<file path="config.mk">
export PLATFORM = sky130hd
export DESIGN_NAME = bit_serial_addsub
export DESIGN_NICKNAME = d
export VERILOG_FILES = /design/src/rtl/adder_pkg.sv /design/src/rtl/full_adder.sv /design/src/rtl/half_adder.sv /design/src/rtl/bit_serial_addsub.sv
export SDC_FILE = /design/constraint.sdc
export NUM_CORES = 1
export LEC_CHECK = 0
export CAP_MARGIN = 40
export CORE_MARGIN = 3
export CORE_UTILIZATION = 50
export DETAILED_ROUTE_END_ITERATION = 8
export PLACE_DENSITY_LB_ADDON = 0.05
export SYNTH_ARGS = -nofsm -noshare
export SYNTH_HDL_FRONTEND = slang
export SYNTH_HIERARCHICAL = 1
export SYNTH_SLANG_ARGS = --single-unit
</file>
<file path="constraint.sdc">
create_clock -name clk -period 2.9 [get_ports clk]
set_input_delay 0.58 -clock clk [delete_from_list [all_inputs] [get_ports clk]]
set_output_delay 0.58 -clock clk [all_outputs]
set_load 0.01 [all_outputs]
</file>
<file path="src/rtl/adder_pkg.sv">
// adder_pkg: shared FSM state encoding and constant-width helper for the adder blocks.
//   state_t : IDLE=0, RUN=1, DONE=2
//   clog2   : ceiling log2, used to size counters at elaboration time
package adder_pkg;
   typedef enum logic [1:0] {IDLE = 2'd0, RUN = 2'd1, DONE = 2'd2} state_t;
   function automatic int clog2(input int n);
      int r = 0;
      while ((1 << r) < n) r++;
      return r;
   endfunction
endpackage

</file>
<file path="src/rtl/full_adder.sv">
// full_adder: one-bit full adder built from two half adders and an OR.
//   a, b : input bits
//   cin  : carry in
//   s    : sum bit
//   cout : carry out (majority of a, b, cin)
module full_adder (
   input  logic a,
   input  logic b,
   input  logic cin,
   output logic s,
   output logic cout
);
   logic s1, c1, c2;
   half_adder h0 (.a(a), .b(b), .s(s1), .c(c1));
   half_adder h1 (.a(s1), .b(cin), .s(s), .c(c2));
   assign cout = c1 | c2;
endmodule

</file>
<file path="src/rtl/half_adder.sv">
// half_adder: one-bit half adder.
//   a, b : input bits
//   s    : sum bit
//   c    : carry bit
module half_adder (
   input  logic a,
   input  logic b,
   output logic s,
   output logic c
);
   assign s = a ^ b;
   assign c = a & b;
endmodule

</file>
<file path="src/rtl/bit_serial_addsub.sv">
// bit_serial_addsub: LSB-first bit-serial adder/subtractor, one bit per clock.
//   clk, rst_n        : clock, async active-low reset
//   start, sub, a, b  : request and operands, sampled in IDLE or DONE
//   busy              : high while computing
//   done              : one-cycle result-valid pulse
//   sum, carry_out,
//   overflow          : registered result, held until the next completion
module bit_serial_addsub
   import adder_pkg::*;
#(
   parameter int WIDTH = 8
) (
   input  logic             clk,
   input  logic             rst_n,
   input  logic             start,
   input  logic             sub,
   input  logic [WIDTH-1:0] a,
   input  logic [WIDTH-1:0] b,
   output logic             busy,
   output logic             done,
   output logic [WIDTH-1:0] sum,
   output logic             carry_out,
   output logic             overflow
);
   localparam int CW = clog2(WIDTH);
   state_t state, state_nxt;
   logic [CW-1:0] cnt;
   logic [WIDTH-1:0] sh_a, sh_b, res, res_nxt;
   logic carry, s, cout, last, load;
   full_adder fa (.a(sh_a[0]), .b(sh_b[0]), .cin(carry), .s(s), .cout(cout));
   assign last    = cnt == CW'(WIDTH - 1);
   assign load    = start && state != RUN;
   assign res_nxt = {s, res[WIDTH-1:1]};
   assign busy    = state == RUN;
   assign done    = state == DONE;
   always_comb begin
      state_nxt = state;
      case (state)
         IDLE:    state_nxt = start ? RUN : IDLE;
         RUN:     state_nxt = last ? DONE : RUN;
         DONE:    state_nxt = start ? RUN : IDLE;
         default: state_nxt = IDLE;
      endcase
   end
   always_ff @(posedge clk or negedge rst_n)
      if (!rst_n) state <= IDLE;
      else        state <= state_nxt;
   // Subtraction is a + ~b + 1: invert b at load and seed the carry with 1.
   always_ff @(posedge clk or negedge rst_n) begin
      if (!rst_n) begin
         cnt       <= '0;
         sh_a      <= '0;
         sh_b      <= '0;
         res       <= '0;
         carry     <= 1'b0;
         sum       <= '0;
         carry_out <= 1'b0;
         overflow  <= 1'b0;
      end else if (load) begin
         sh_a  <= a;
         sh_b  <= sub ? ~b : b;
         carry <= sub;
         cnt   <= '0;
      end else if (state == RUN) begin
         sh_a  <= sh_a >> 1;
         sh_b  <= sh_b >> 1;
         res   <= res_nxt;
         carry <= cout;
         cnt   <= cnt + CW'(1);
         // On the MSB cycle, carry still holds the carry into the MSB.
         if (last) begin
            sum       <= res_nxt;
            carry_out <= cout;
            overflow  <= carry ^ cout;
         end
      end
   end
endmodule

</file>
## Word level (Yosys, flattened, before mapping)

Cells that the tools add are included.

- Register bits: 40
- Input bits: 20
- Output and inout port bits: 12
- Word-level logic and storage cells: 40

- Add/sub/neg operators: 1
- Eq/ne operators: 4
- Multiplexer cells: 12
- Bitwise logic cells: 8
- Reductions and logical operators: 6

Operators with widths:

| kind | count |
|---|---|
| 8-bit two-way mux | 5 |
| 8-bit inverter | 1 |
| 3-bit two-way mux | 2 |
| 2-bit case mux with 2 select lines | 1 |
| 3-bit by 1-bit adder with 3-bit output, second input constant | 1 |
| 3-bit == test, second input constant | 1 |
| 1-bit two-way mux | 3 |
| 3-bit AND reduction | 1 |
| 1-bit XOR | 3 |
| 1-bit bitwise AND | 2 |
| 2-bit by 1-bit == test with 1-bit output, second input constant | 1 |
| 2-bit == test, second input constant | 1 |
| 2-bit logical NOT | 1 |
| 2-bit two-way mux | 1 |
| 2-bit by 1-bit != test with 1-bit output, second input constant | 1 |
| 2-bit AND reduction | 1 |
| 2-bit nonzero test | 1 |
| 2-bit OR reduction | 1 |
| 1-bit logical AND | 1 |
| 1-bit inverter | 1 |
| 1-bit bitwise OR | 1 |

## Depth between registers and ports, before layout

Gate-level depths: netlist of the first run.

- Depth after elaboration: 5
- Depth in mapped cells: 6
- Depth with buffers taken out: 5

## By module

The synthesis of the first run kept the hierarchy.

By module, submodules not included:

| module | instances | cells an instance | area an instance (um^2) | seq. area each (um^2) |
|---|---|---|---|---|
| bit_serial_addsub | 1 | 155 | 1734.2 | 975.9 |
| half_adder | 2 | 1 | 12.5 | 0.0 |
| full_adder | 1 | 1 | 6.3 | 0.0 |

## Worst setup path after synthesis of the first run

OpenSTA, ideal clock, no wires.

- Kind: reg2reg
- From: register cnt[0]
- To: register sum[0]
- Library setup time: 0.125 ns
- Data arrival time: 1.371 ns
- Required time: 2.775 ns
- Path slack: 1.403 ns
- Cell stages (with the launch flop): 6
- Path buffers: 1
- Cells stage by stage: dfrtp_1 -> ha_1 -> ha_1 -> nand3b_1 -> buf_4 -> mux2_4

- Longest elaborated chain between the ends: 2

RTL lines:

| item | line | source |
|---|---|---|
| start: declaration | bit_serial_addsub.sv:27 | `logic [CW-1:0] cnt;` |
| start signal: assignment | bit_serial_addsub.sv:69 | `cnt <= cnt + CW'(1);` |
| 3-bit == test | bit_serial_addsub.sv:31 | `assign last = cnt == CW'(WIDTH - 1);` |
| 3-bit AND reduction (no line) | -- |  |
| end signal: assignment | bit_serial_addsub.sv:72 | `sum <= res_nxt;` |
| end: declaration | bit_serial_addsub.sv:21 | `output logic [WIDTH-1:0] sum,` |

No other way between the ends.
A chain may end at the register's enable or synchronous reset.

## Final worst setup path of the first run

- From: register state[1]
- To: output busy

- Longest elaborated chain between the ends: 1

RTL lines:

| item | line | source |
|---|---|---|
| start: declaration | bit_serial_addsub.sv:26 | `state_t state, state_nxt;` |
| start signal: assignment | bit_serial_addsub.sv:47 | `else state <= state_nxt;` |
| 2-bit by 1-bit == test with 1-bit output | bit_serial_addsub.sv:34 | `assign busy = state == RUN;` |
| end: declaration | bit_serial_addsub.sv:19 | `output logic busy,` |

No other way between the ends.

==> results by group, run 1 <==
Outcome
  – Status: finished, final reports clean

GRT
  – Largest net degree at the start of global routing: 43
  – Initial antenna violation count: 0
  – First-pass GRT wire length: 5220 um
  – Vias in the first global route: 1,124
  – Total track usage: 15.9%
  – Grt ovf: 0

Synthesis
  – Synth warn: 6
  – #FFs+latches synth: 39
  – Mapped Area: 1770 um^2
  – Synthesized Nets: 182
  – Sequential area share after synthesis: 55.3%
  – Yosys cell types: 23
  – Area leader, netlist: dfrtp_1
  – Cells after Synth: 158
  – Ranking of synthesized cells by area: dfrtp_1 (55%), mux2i_1 (9.6%), nand2_1 (8.9%)
  – Syn avg cell area: 11.2 um^2
  – Area share of the largest cell type after synthesis: 55.3%

Die
  – Core area: 3200 um^2
  – Die X: 65.4 um
  – Die area: 4280 um^2
  – Number of I/O pins: 32
  – Starting Density: 55.1%
  – # rows: 20
  – Die Y: 65.4 um

Finish
  – Layout cell share with drive strength beyond 1: 11.5%
  – Diodes inserted: 0
  – Total of fill cells in the finished design: 261
  – Layout Nets: 214
  – Final instance area: 2190 um^2
  – Core Util, Final: 68.4%
  – Most frequent cells in the layout: nand2_1 (42), dfrtp_1 (39), clkdlybuf4s50_1 (30)
  – P&R area growth vs syn: 24.0%
  – Most common cell after layout, fill and taps aside: nand2_1

STA
  – Period utilization: 80.3%
  – Fmax: 429 MHz
  – Slew HR: 51.3%
  – Tmin final: 2330 ps
  – Hold WS: 193 ps
  – Slew @ Worst Pin: 728 ps
  – Final Slew Violations: 0
  – RSZ-0062 raised after global routing: false
  – Final Hold Fails: 0
  – Clk_skew: 7.61 ps
  – # setup viols final: 0
  – Fin Setup TNS: 0 ps

Clocking
  – Cts bufs inserted: 5
  – Post-CTS setup buffers: 0
  – CTS sink count: 39
  – Maximum clock path buffer count: 2
  – # H-tree levels: 2
  – Clock transition at the registers of the reported paths: 110 ps
  – Hold-fix buffers at CTS: 0
  – Clock root cell: clkbuf_4
  – CTS tree: built
  – Post-cts sizing count: 0
  – Clk Latency, worst-skew pair: 330 ps

Critical path
  – Reg2Reg Setup Slack: 1050 ps
  – Critical path endpoint: busy
  – CP arrival: 1750 ps
  – Worst reg2reg endpoint: carry_out
  – Kind of critical path: register to primary output
  – RR Startpoint: cnt[0]
  – Worst Reg-to-Reg Cells: 4
  – Startpoint types: register
  – Critical Path Sink Type: primary output
  – Crit Path Max Fanout: 12
  – Crit. Startpoint: state[1]
  – Critical path data required time: 2320 ps

Detailed routing
  – Routed wire length: 3100 um
  – Vias: 1,174
  – Pre-antenna DRT Iters: 6
  – Routed vias/inst: 5.00
  – WL per Instance: 13.2 um
  – Remaining DRCs: 0
  – Iter 0 DRT Violations: 89
  – ANT nets after route: 0

Power
  – Clk pwr share: 18.2%
  – NetSw: 0.000679 W
  – Pwr dens: 933 nW/um^2
  – Switching share of power: 33.2%
  – Sequential power share: 44.7%
  – Cell internal pwr: 0.00136 W
  – Leakage: 1.08 nW
  – Peak supply drop: 0.678 mV
  – Logic pwr share: 37.1%

Place
  – HPWL Detailed: 2070 um
  – Port Buf Inserts: 31
  – Final Wtd Congestion: 0.723
  – Placed cell area: 2100 um^2

Worst hold path
  – Hold Path Class: input pin to asynchronous set/reset pin

Flow run
  – Max Cap Viol: 0
-- critical path: stages (launching register included) --
cell	delay, ps
dfrtp_1	400
nand2b_1	350
inv_2	130
clkdlybuf4s50_1	540
-- sequential cells by signal, summed over array words and instances (netlist names) --
register and cells:
res 7, state 2, carry_out 1, sh_a 8, sum 8, carry 1
overflow 1, sh_b 8, cnt 3
-- layer usage --
metal | global-route usage (%) | share of wire [%]
met1 | 21.0 | 46
met2 | 25.7 | 49
met3 | 4.79 | 4.4
met4 | 3.89 | 0.48
met5 | 0 | 0
-- how the worst min path moves through the flow --
stage / start / to / slack, ps / cells past startpoint
floorplan: rst_n / carry / 280 / 0
global placement: sh_b[5] / sh_b[4] / 460 / 2
detailed placement: sh_a[5] / sh_a[4] / 470 / 2
CTS: rst_n / sum[7] / 180 / 2
global route: rst_n / sum[6] / 180 / 2
finish: rst_n / sh_b[3] / 190 / 2
-- power groups by stage --
stage               combinational, W  clock (W)  sequential [W]
floorplan                   0.000477          0        0.000919
global placement            0.000727          0        0.000910
detailed placement          0.000757          0        0.000922
CTS                         0.000768   0.000387        0.000911
global route                0.000854   0.000409        0.000943
finish                      0.000757   0.000372        0.000913
-- Yosys cell counts, drive strengths merged --
library cell and instances:
xnor2 2, nand2b 1, inv 3, nand3b 1, o21ai 19, clkbuf 1
nand2 42, ha 4, nor2 1, dfrtp 39, mux2i 17, or2 1
a21oi 1, xor2 7, buf 8, nor2b 1, o22ai 1, mux2 9
-- per-stage QoR --
stage	total power (W)	std cells	worst slack (ps)
2_1_floorplan	0.00140	158	1400
3_3_place_gp	0.00164	226	984
3_5_place_dp	0.00168	227	950
4_1_cts	0.00207	235	567
5_1_grt	0.00221	235	456
6_report	0.00204	235	571
-- area by class of cell --
class | count | area (um^2) | area share, %
Sequential cell | 39 | 976 | 44.6
Multi-Input combinational cell | 107 | 721 | 32.9
Timing Repair Buffer | 34 | 340 | 15.5
Tap cell | 44 | 55.1 | 2.51
Clock buffer | 6 | 51.3 | 2.34
Clock inverter | 2 | 35.0 | 1.60
Inverter | 3 | 11.3 | 0.514
-- cells by family (layout without fill, tap and decap cells) --
group                      after synthesis  count (layout)  share of synthesized area, %
muxes                                   26              26                          16.9
adders and majority gates                4               4                          2.83
AOI/OAI and AO/OA                       21              21                          6.02
and+or+nand+nor                         47              47                          10.6
DFF                                     39              39                          55.3
xor gates and xnor gates                 9               9                          4.47
buffers and inverters                   12              45                          3.90
No activity file was read; power rests on OpenSTA's default activity.
==> run 2, diff against run 1 <==
==> constraint.sdc (replaced) <==
create_clock -name clk -period 2.4 [get_ports clk]
set_input_delay 0.48 -clock clk [delete_from_list [all_inputs] [get_ports clk]]
set_output_delay 0.48 -clock clk [all_outputs]
set_load 0.01 [all_outputs]
==> run 2 against run 1 <==
Register-to-register slack worse by 500 ps. Worst hold slack better by 35 ps. Critical path type unchanged. Count of clock-buffer cells in the layout unchanged. Critical path depth unchanged. Largest cell class unchanged. Via count down 1.4%. Highest routed layer unchanged. Utilization down 1.3 points. Die area unchanged. Clock skew up 3.5 ps. Sequential power up 20%. Global-route usage up 1.4 points.
==> results by group, run 2 (synthesis results as in run 1) <==
Critical path
  – Reg2Reg Setup Slack: 550 ps (was 1050 ps)
  – Critical path data required time: 1920 ps (was 2320 ps)
  – Crit. Startpoint: state[1] (unchanged)
  – Critical Path Sink Type: primary output (unchanged)
  – Crit Path Max Fanout: 3 (was 12)
  – Kind of critical path: register to primary output (unchanged)
  – Worst Reg-to-Reg Cells: 4 (unchanged)
  – CP arrival: 1500 ps (was 1750 ps)
  – RR Startpoint: cnt[0] (unchanged)
  – Startpoint types: register (unchanged)
  – Worst reg2reg endpoint: sum[7] (was carry_out)

GRT
  – First-pass GRT wire length: 5580 um (was 5220 um)
  – Grt ovf: 0 (unchanged)
  – Largest net degree at the start of global routing: 43 (unchanged)
  – Initial antenna violation count: 0 (unchanged)
  – Total track usage: 17.3% (was 15.9%)
  – Vias in the first global route: 1,237 (was 1,124)

Finish
  – Top flop regs: sh_a x8, sh_b x8, sum x8 (unchanged)
  – Layout Nets: 214 (unchanged)
  – Non-filler cells, final: 234 (was 235)
  – Diodes inserted: 0 (unchanged)
  – Total of fill cells in the finished design: 277 (was 261)
  – Most frequent cells in the layout: nand2_1 (42), dfrtp_1 (39), clkdlybuf4s50_1 (30) (unchanged)
  – Most common cell after layout, fill and taps aside: nand2_1 (unchanged)
  – P&R area growth vs syn: 21.6% (was 24.0%)
  – Layout cell share with drive strength beyond 1: 11.1% (was 11.5%)

Clocking
  – Post-cts sizing count: 0 (unchanged)
  – Clock transition at the registers of the reported paths: 110 ps (about the same)
  – # H-tree levels: 2 (unchanged)
  – CTS sink count: 39 (unchanged)
  – Post-CTS setup buffers: 0 (unchanged)
  – Maximum clock path buffer count: 2 (unchanged)
  – Clk Latency, worst-skew pair: 340 ps (was 330 ps)
  – Clock root cell: clkbuf_4 (unchanged)
  – CTS tree: built (unchanged)
  – Cts bufs inserted: 5 (unchanged)
  – Hold-fix buffers at CTS: 0 (unchanged)

Power
  – Pwr Total: 0.00236 W (was 0.00204 W)
  – Pwr dens: 1100 nW/um^2 (was 933 nW/um^2)
  – Peak supply drop: 0.773 mV (was 0.678 mV)
  – Leakage: 1.06 nW (was 1.08 nW)

STA
  – Slew HR: 43.8% (was 51.3%)
  – Slew @ Worst Pin: 842 ps (was 728 ps)
  – Final Slew Violations: 0 (unchanged)
  – Final Hold Fails: 0 (unchanged)
  – RSZ-0062 raised after global routing: false (unchanged)
  – Fmax: 506 MHz
  – Tmin final: 1980 ps
  – Hold WS: 228 ps (was 193 ps)
  – Period utilization: 82.4%
  – Clk_skew: 11.1 ps (was 7.61 ps)
  – Fin Setup TNS: 0 ps (unchanged)
  – # setup viols final: 0 (unchanged)

Die
  – # rows: 20 (unchanged)
  – Number of I/O pins: 32 (unchanged)
  – Die Y: 65.4 um (unchanged)
  – Starting Density: 55.1% (unchanged)
  – Die X: 65.4 um (unchanged)
  – Core area: 3200 um^2 (unchanged)
  – Die area: 4280 um^2 (unchanged)

Detailed routing
  – Iter 0 DRT Violations: 57 (was 89)
  – WL per Instance: 13.3 um (was 13.2 um)
  – Vias: 1,157 (was 1,174)
  – Remaining DRCs: 0 (unchanged)
  – Routed vias/inst: 4.94 (was 5.00)
  – Pre-antenna DRT Iters: 4 (was 6)
  – ANT nets after route: 0 (unchanged)
  – Routed wire length: 3120 um (was 3100 um)

Place
  – Final Wtd Congestion: 0.726 (was 0.723)
  – Port Buf Inserts: 31 (unchanged)
  – HPWL Detailed: 2130 um (was 2070 um)
  – Post-Place Cells: 227 (unchanged)

Worst hold path
  – Hold Path Class: input pin to asynchronous set/reset pin (unchanged)

Outcome
  – Status: finished, final reports clean (unchanged)

Flow run
  – Max Cap Viol: 0 (unchanged)
-- run 2: cell types whose count changed in the layout (fill, tap and decap cells not counted), sizes merged --
cell,before,now
bufinv,1,0
-- run 2: area by class of cell --
class | count | area, um^2 | area share [%]
sequential | 39 | 976 | 45.5
multi-input combinational | 107 | 721 | 33.6
timing repair buffer | 34 | 328 | 15.3
tap | 44 | 55.1 | 2.56
clock buffer | 6 | 51.3 | 2.39
inverter | 3 | 11.3 | 0.524
clock inverter | 1 | 5.00 | 0.233
-- run 2: where the power goes --
group	switching, W	leakage [nW]	total, W	internal [W]
clock	0.000202	0.0341	0.000337	0.000136
combinational	0.000450	0.530	0.000925	0.000475
sequential	0.000164	0.496	0.00110	0.000935
total	0.000815	1.06	0.00236	0.00155
-- run 2: worst max-delay path, cell delays in order, from the launching register on --
cell and delay [ps]:
dfrtp_1 390, nand2b_1 170, inv_2 70, clkdlybuf4s50_1 530
-- run 2: worst max-delay path by stage --
stage | end
after floorplan | sum[0]
after global placement | carry_out
after detailed placement | sum[7]
after CTS | busy
after global routing | busy
final | busy
-- run 2: per-layer routing --
metal	GRT usage, %	share of wire, %	up-vias
li1	-	-	583
met1	21.9	44	538
met2	27.4	49	30
met3	4.96	5.4	6
met4	7.77	1.1	0
met5	0	0	-
-- run 2: metrics by stage --
step / area (um^2) / utilization [%] / worst slack (ps)
after global routing: 2150 / 67.0 / 307
after floorplan: 1770 / - / 903
after CTS: 2150 / 67.0 / 406
after global placement: 2090 / 65.3 / 601
after detailed placement: 2090 / 65.3 / 538
final: 2150 / 67.0 / 422
